File: config.mk
export PLATFORM = sky130hd
export DESIGN_NAME = seg_scan_ctrl_flat
export DESIGN_NICKNAME = d
export VERILOG_FILES = /design/src/rtl/seg_scan_ctrl_if.sv /design/src/rtl/seg_scan_ctrl.sv /design/src/flat_wrapper.sv
export SDC_FILE = /design/constraint.sdc
export NUM_CORES = 1
export LEC_CHECK = 0
export CORE_ASPECT_RATIO = 1.25
export CORE_MARGIN = 1.5
export CORE_UTILIZATION = 60
export CTS_CLUSTER_DIAMETER = 30
export DETAILED_ROUTE_END_ITERATION = 12
export PLACE_DENSITY = 0.83
export REMOVE_ABC_BUFFERS = 1
export SKIP_CTS_REPAIR_TIMING = 1
export SLEW_MARGIN = 0
export SYNTH_ARGS = -nofsm -noshare
export SYNTH_HDL_FRONTEND = slang
export SYNTH_SLANG_ARGS = --single-unit
export TNS_END_PERCENT = 5
File: constraint.sdc
create_clock -name ck -period 4.95 [get_ports ck]
set_input_delay 0.495 -clock ck [delete_from_list [all_inputs] [get_ports ck]]
set_output_delay 0.495 -clock ck [all_outputs]
set_load 0.02 [all_outputs]
File: src/rtl/seg_scan_ctrl_if.sv
// Update handshake and digit data bundle for the seven-segment scanner.
// The producer drives the data and the request; the scanner returns the ack.
interface seg_scan_ctrl_if;
  logic [15:0] din;
  logic [3:0]  dp_in;
  logic [3:0]  en_in;
  logic        upd_req;
  logic        upd_ack;

  modport master (
    output din, dp_in, en_in, upd_req,
    input  upd_ack
  );

  modport slave (
    input  din, dp_in, en_in, upd_req,
    output upd_ack
  );
endinterface

File: src/rtl/seg_scan_ctrl.sv
// Four-digit multiplexed seven-segment scanner with dead-time,
// leading-zero blanking and frame-synchronous, tear-free updates.
module seg_scan_ctrl #(
  parameter int TICK_DIV = 50000,
  parameter int DEAD     = 16,
  parameter int LZB      = 1
) (
  input  logic           ck,
  input  logic           rst,
  seg_scan_ctrl_if.slave bus,
  output logic [3:0]     an,
  output logic [6:0]     seg,
  output logic           dp,
  output logic           frame
);

  localparam int CW = (TICK_DIV > 1) ? $clog2(TICK_DIV) : 1;
  localparam logic [CW-1:0] LAST    = CW'(TICK_DIV - 1);
  localparam logic [CW-1:0] SHOW_AT = CW'(DEAD - 1);

  typedef enum logic {
    DARK = 1'b0,
    SHOW = 1'b1
  } state_t;

  state_t      state;
  logic [CW-1:0] cnt;
  logic [1:0]  idx;
  logic [15:0] act_d;
  logic [3:0]  act_dp;
  logic [3:0]  act_en;
  logic [15:0] sh_d;
  logic [3:0]  sh_dp;
  logic [3:0]  sh_en;
  logic        pend;
  logic        ack;

  logic        last;
  logic        bound;
  logic        z3;
  logic        z2;
  logic        z1;
  logic [3:0]  blank;
  logic [3:0]  nib;
  logic        lit;
  logic [6:0]  glyph;

  assign last  = (cnt == LAST);
  assign bound = last && (idx == 2'd3);
  assign frame = bound;
  assign bus.upd_ack = ack;

  // A digit is blanked only when it and every digit to its left are zero
  // with no decimal point requested.
  assign z3 = (act_d[15:12] == 4'd0) && !act_dp[3];
  assign z2 = z3 && (act_d[11:8] == 4'd0) && !act_dp[2];
  assign z1 = z2 && (act_d[7:4] == 4'd0) && !act_dp[1];
  assign blank = (LZB != 0) ? {z3, z2, z1, 1'b0} : 4'b0000;

  assign nib = act_d[{idx, 2'b00} +: 4];
  assign lit = (state == SHOW) && act_en[idx] && !blank[idx];

  always_comb begin
    glyph = 7'h7F;
    unique case (nib)
      4'h0: glyph = 7'b1000000;
      4'h1: glyph = 7'b1111001;
      4'h2: glyph = 7'b0100100;
      4'h3: glyph = 7'b0110000;
      4'h4: glyph = 7'b0011001;
      4'h5: glyph = 7'b0010010;
      4'h6: glyph = 7'b0000010;
      4'h7: glyph = 7'b1111000;
      4'h8: glyph = 7'b0000000;
      4'h9: glyph = 7'b0010000;
      4'hA: glyph = 7'b0001000;
      4'hB: glyph = 7'b0000011;
      4'hC: glyph = 7'b1000110;
      4'hD: glyph = 7'b0100001;
      4'hE: glyph = 7'b0000110;
      4'hF: glyph = 7'b0001110;
    endcase
  end

  always_ff @(posedge ck) begin
    if (!rst) begin
      state  <= DARK;
      cnt    <= '0;
      idx    <= 2'd0;
      act_d  <= 16'h0000;
      act_dp <= 4'b0000;
      act_en <= 4'b0000;
      sh_d   <= 16'h0000;
      sh_dp  <= 4'b0000;
      sh_en  <= 4'b0000;
      pend   <= 1'b0;
      ack    <= 1'b0;
      an     <= 4'hF;
      seg    <= 7'h7F;
      dp     <= 1'b1;
    end else begin
      cnt <= last ? '0 : cnt + 1'b1;
      if (last) begin
        idx <= idx + 2'd1;
      end

      if (last) begin
        state <= DARK;
      end else if (cnt == SHOW_AT) begin
        state <= SHOW;
      end

      an  <= lit ? ~(4'b0001 << idx) : 4'hF;
      seg <= lit ? glyph : 7'h7F;
      dp  <= lit ? ~act_dp[idx] : 1'b1;

      // A request on the boundary itself bypasses the shadow copy.
      ack <= 1'b0;
      if (bound && (pend || bus.upd_req)) begin
        act_d  <= bus.upd_req ? bus.din   : sh_d;
        act_dp <= bus.upd_req ? bus.dp_in : sh_dp;
        act_en <= bus.upd_req ? bus.en_in : sh_en;
        pend   <= 1'b0;
        ack    <= 1'b1;
      end else if (bus.upd_req) begin
        sh_d  <= bus.din;
        sh_dp <= bus.dp_in;
        sh_en <= bus.en_in;
        pend  <= 1'b1;
      end
    end
  end

endmodule

File: src/flat_wrapper.sv
// flat-port wrapper written by rule: the top's interface ports become plain ports
module seg_scan_ctrl_flat 
#(
  parameter int TICK_DIV = 50000,
  parameter int DEAD     = 16,
  parameter int LZB      = 1
)
  (ck, rst, an, seg, dp, frame, bus_din, bus_dp_in, bus_en_in, bus_upd_req, bus_upd_ack);
  seg_scan_ctrl_if bus_i ();
  input  logic ck;
  input  logic rst;
  output logic [3:0] an;
  output logic [6:0] seg;
  output logic dp;
  output logic frame;
  input wire logic [$bits(bus_i.din)-1:0] bus_din;
  input wire logic [$bits(bus_i.dp_in)-1:0] bus_dp_in;
  input wire logic [$bits(bus_i.en_in)-1:0] bus_en_in;
  input wire logic [$bits(bus_i.upd_req)-1:0] bus_upd_req;
  output wire logic [$bits(bus_i.upd_ack)-1:0] bus_upd_ack;
  assign bus_i.din = bus_din;
  assign bus_i.dp_in = bus_dp_in;
  assign bus_i.en_in = bus_en_in;
  assign bus_i.upd_req = bus_upd_req;
  assign bus_upd_ack = bus_i.upd_ack;
  seg_scan_ctrl #(.TICK_DIV(TICK_DIV), .DEAD(DEAD), .LZB(LZB)) u_core (.ck(ck), .rst(rst), .bus(bus_i), .an(an), .seg(seg), .dp(dp), .frame(frame));
endmodule
# Word level (Yosys, flattened, before mapping)
# Memory sizes are Yosys's and may differ from the RTL's. A register that Yosys moved wholly into a read port is not among the register bits.
# Index checks and enable logic that the tools add are counted.
[totals]
ff_bits = 74
rom_bits = 112
inputBits = 27
output_inout_bits = 14
elab_cells = 56
mem_count = 1
[memory_table]
columns = ["name", "words", "word_bits", "rd", "rd_clocked_by_memory_dff", "write_ports", "line", "source"]
rows = [
  ["(name not given)", 16, 7, 1, 1, 0, "seg_scan_ctrl.sv:65", "unique case (nib)"],
]
[classes]
n_addsub = 2
magnitude_cmp = 1
eq_ne = 3
n_shift = 2
muxes = 10
bitwise = 3
n_reduce_logical = 21
[op_table]
columns = ["cell", "count"]
rows = [
  ["16-bit by 1-bit adder with 16-bit output (second input constant)", 1],
  ["16-bit == test (second input constant)", 1],
  ["16-bit by 4-bit == test with 1-bit output (second input constant)", 1],
  ["16-bit two-way mux", 1],
  ["16-bit by 5-bit variable part select with 4-bit output", 1],
  ["4-bit zero test", 3],
  ["1-bit logical AND", 9],
  ["4-bit two-way mux", 2],
  ["1-bit binary-select mux with 2-bit select", 3],
  ["1-bit zero test", 5],
  ["1-bit two-way mux", 4],
  ["4-bit inverter", 1],
  ["2-bit OR reduction", 2],
  ["1-bit by 2-bit left shift with 4-bit output (first input constant)", 1],
  ["2-bit by 3-bit less-than comparator with 1-bit output (second input constant)", 1],
  ["2-bit by 1-bit adder with 2-bit output (second input constant)", 1],
  ["2-bit == test (second input constant)", 1],
  ["1-bit inverter", 2],
  ["2-bit AND reduction", 1],
  ["1-bit logical OR", 1],
]

# Depth between registers and ports, before layout
[logic_depth]
depth_word = 12
mapped_depth = 8
depth_no_buf = 6

# Worst setup path before layout
# No wires, ideal clock.
[synth_timing]
path_type = "register to register"
start = "register u_core.idx[0]"
end = "register u_core.seg[0]"
setup_ps = 124
t_arrival_ps = 1842
required_ps = 4826
setup_slack_ps = 2984
path_stages_with_launch = 7
n_path_buf = 1
period_less_slack_ps = 1966
cell_sequence = "dfxtp_1 buf_2 mux4_2 ha_1 mux2_2 a22oi_1 nand3b_1"
[synth_via]
elab_chain_cells = 6
elab_cells_between_ends = 10
classes_between = "shift (1); mux (4); reduce/logical (5)"
[synth_rtl]
columns = ["item", "line", "source"]
rows = [
  ["start, declared", "seg_scan_ctrl.sv:28", "logic [1:0] idx;"],
  ["start signal, assigned", "seg_scan_ctrl.sv:104", "idx <= idx + 2'd1;"],
  ["1-bit binary-select mux with 2-bit select", "seg_scan_ctrl.sv:61", "assign lit = (state == SHOW) && act_en[idx] && !blank[idx];"],
  ["1-bit two-way mux (implied by the code)", "seg_scan_ctrl.sv:61", ""],
  ["1-bit logical AND / 1-bit zero test (equally long branches)", "seg_scan_ctrl.sv:61", ""],
  ["1-bit logical AND", "seg_scan_ctrl.sv:61", ""],
  ["2-bit AND reduction (no line)", "-", ""],
  ["1-bit zero test (no line)", "-", ""],
  ["end, declared", "seg_scan_ctrl.sv:12", "output logic [6:0] seg,"],
]
# Several ways; a longest one is shown, not always the timed one. The select of a mux whose other input is x is not followed.
# A chain may end at the register's enable or synchronous reset.

# Worst setup path in the final report
[layout_timing]
start = "register u_core.cnt[8]"
end = "output port frame"
[layout_via]
elab_chain_cells = 2
[layout_rtl]
columns = ["item", "line", "source"]
rows = [
  ["start, declared", "seg_scan_ctrl.sv:27", "logic [CW-1:0] cnt;"],
  ["start signal, assigned", "seg_scan_ctrl.sv:102", "cnt <= last ? '0 : cnt + 1'b1;"],
  ["16-bit == test", "seg_scan_ctrl.sv:48", "assign last = (cnt == LAST);"],
  ["1-bit logical AND", "seg_scan_ctrl.sv:49", "assign bound = last && (idx == 2'd3);"],
  ["end, declared", "flat_wrapper.sv:15", "output logic frame;"],
]
# Every way passes these cells.

==> impl_metrics.toml <==
[drt]
drt-wirelength-per-cell_um = 15.41
routed_wl_mm = 9.539
drtIter0Drc = 201
drc = 0
ant_nets = 0
first_pass_iters = 4
viasPerCell = 6.137
vias = 3799

[yosys]
synth_seq_area_share_pct = 36.67
synth_edf_count = 0
synth.distinct_cells = 44
yosysTopAreaCell = "dfxtp_1"
synth_xor_area_share_pct = 2.773
synthMuxAreaShare_pct = 15.11
synthAdderAreaFrac_pct = 3.113
synth_top_family_by_area = "simple AND/OR/NAND/NOR gates"
synth.most_common_cell = "nand2_1"
syn-instance-count = 514
synth_flop_cell = "dfxtp_1"
yosys-top-cells-count = "82 x nand2_1, 81 x dfxtp_1, 38 x nand3_1"
synth-seq-cells = 81
netlist_area_um2 = 4422
yosysWarnings = 0
synth-compound-area-share_pct = 10.05
synthSimpleGateAreaFrac_pct = 26.94
synth_top_cells_by_area = "dfxtp_1 37%, nand2_1 7.0%, mux2_2 6.6%"
async_reset_ff_share_pct = 0
syn_area_per_cell_um2 = 8.603
netlist.area_leader.share_pct = 36.67

[floorplan]
ioPinCount = 41
die_w_um = 79.79
die_h_um = 98.98
num_rows = 34
initial_utilization_pct = 62.62
core_um2 = 7062
dieArea_um2 = 7897

[grt]
antenna_found_initial = 0
grt_first_pass_wirelength_mm = 15.93
gr-total-overflow = 0
track_usage_pct = 25.07
grt_start_max_net_pins = 85
grt_pass1_vias = 3485

[sta]
fin_setup_tns_ns = 0
finClkSkew_ns = 0.008594
fin_crit_ns = 3.374
hold_viol_final = 0
drv_slew = 0
period_share_pct = 68.17
worst_slew_pin_slew_ns = 1.131
fmax_ghz = 0.2964
rsz0062_at_grt = "no"
slew_headroom_pct = 24.59
setup_viol_count_final = 0

[hold_path]
hold_start = "u_core.act_d[0]$_SDFFE_PN0P_"
min_path_type = "register to register"
hold_path_depth = 2
min_to = "u_core.act_d[0]$_SDFFE_PN0P_"

[worst_setup_path]
cp-end-kind = "output port"
ff2ff_path_depth = 6
crit_fanout = 54
worstPathArrival_ns = 2.88
critPathRequiredTime_ns = 4.45
r2r_end = "u_core.act_en[0]$_SDFFE_PN0P_"
startpoint_type = "register"
worstSetupPathType = "register to output port"
r2r_start = "u_core.cnt[0]$_SDFF_PP0_"
setup.reg_to_reg.worst_slack_ns = 2.24

[finish]
drive_gt1_share_pct = 10.78
layoutNonFillerInstCount = 619
n_antenna_cell = 0
area_growth_pct = 12.68
nets = 562
fillers = 549

[status]
outcome = "completed"

[pwr]
powerDensity_nw_per_um2 = 266.8
p_leak_nw = 1.794
max-vdd-ir-drop_uv = 168.3

[placement]
dp.cells = 603
gp_congestion = 0.8657
hpwl_mm = 5.981
numPortBuffers = 40

[cts]
clk_latency_ns = 0.35
numCtsBuffers = 9
cts_buffer_depth = 2
clk_pin_slew_worst_paths_ns = 0.08
cts_num_sinks = 81
cts.htree.levels = 3
cts-root-buf = "clkbuf_8"
cts_tree = "yes"

[run]
timing.max_cap.violations = 0
## cell usage in the layout (no fill, tap or decap), types with 2 or more instances in the layout
cell / instances
bufinv_16: 2
or4_1: 25
nand3b_1: 2
a32oi_1: 24
ha_1: 11
nor2b_1: 2
inv_1: 11
clkbuf_1: 2
o211ai_1: 2
clkbuf_8: 9
xnor2_1: 12
o21ai_0: 28
a21oi_1: 2
nand2b_1: 2
nand3_1: 38
nand2_1: 82
mux2_2: 26
nand3_2: 2
o21ai_2: 2
nor4_1: 5
mux4_2: 6
nand4_1: 3
buf_4: 5
nor2_1: 26
dfxtp_1: 81
mux2i_1: 24
xor2_1: 2
nor3_1: 9
clkinvlp_4: 2
clkdlybuf4s50_1: 39
and3_1: 28
## report_power, final
part / switching (W) / total, W / leakage, nW / internal, W
Combinational: 0.0000572 / 0.000118 / 1.03 / 0.0000607
Clock: 0.000239 / 0.000522 / 0.0995 / 0.000284
Sequential: 0.0000162 / 0.000689 / 0.661 / 0.000673
Total: 0.000312 / 0.00133 / 1.79 / 0.00102
## routing by layer
metal / vias to the layer above / share of wire (%) / track usage [%]
met4: 0 / 1.7 / 10.34
met1: 1811 / 45 / 32.07
met3: 15 / 3.6 / 3.981
li1: 1884 / - / -
met5: - / 0 / 0
met2: 89 / 50 / 41.79
## registers in the layout, indices dropped and copies added (netlist names), 2 cells and up
register       cells
u_core.act_d      16
u_core.act_dp      4
u_core.act_en      4
u_core.an          4
u_core.cnt        16
u_core.idx         2
u_core.seg         7
u_core.sh_d       16
u_core.sh_dp       4
u_core.sh_en       4
## metrics by stage
stage	cell area, um^2	total power (W)	hold slack, ns	worst slack [ns]	utilization, %
floorplan	4227	0.0007626	0.4295	1.168	-
global placement	4771	0.0008134	0.4404	2.080	67.56
detailed placement	4771	0.0008195	0.4482	1.964	67.56
CTS	4982	0.001335	0.4678	1.572	70.55
global route	4982	0.001379	0.4785	1.368	70.55
finish	4982	0.001329	0.4645	1.576	70.55
## area by class of cell
| type | instances | area, um^2 | share of cell area (%) |
|---|---|---|---|
| Multi-Input combinational cell | 377 | 2567 | 51.53 |
| Sequential cell | 81 | 1622 | 32.55 |
| Timing Repair Buffer | 44 | 427.9 | 8.589 |
| Clock buffer | 11 | 131.4 | 2.637 |
| Tap cell | 90 | 112.6 | 2.260 |
| Clock inverter | 5 | 80.08 | 1.607 |
| Inverter | 11 | 41.29 | 0.8287 |
## critical path, stage by stage, from the launching register on
cell and delay [ns]:
dfxtp_1 0.44, and3_1 0.22, nand3_2 0.70, nor3_1 0.49, clkdlybuf4s50_1 0.67
## cell families (layout without fill, tap and decap cells)
| group | after synthesis | after routing |
|---|---|---|
| compound gates | 65 | 65 |
| fa+ha+maj | 11 | 11 |
| buf+inv | 56 | 71 |
| xor+xnor | 14 | 14 |
| flops | 81 | 81 |
| simple gates | 231 | 231 |
| mux | 56 | 56 |
## worst max path at each step
stage	from	end	cells past startpoint
floorplan	bus_upd_req	u_core.act_d[0]$_SDFFE_PN0P_	3
global route	u_core.cnt[8]$_SDFF_PP0_	frame	4
detailed placement	u_core.cnt[8]$_SDFF_PP0_	frame	4
global placement	u_core.cnt[8]$_SDFF_PP0_	frame	4
CTS	u_core.cnt[8]$_SDFF_PP0_	frame	4
finish	u_core.cnt[8]$_SDFF_PP0_	frame	4
Power figures use the tool's default switching activity.
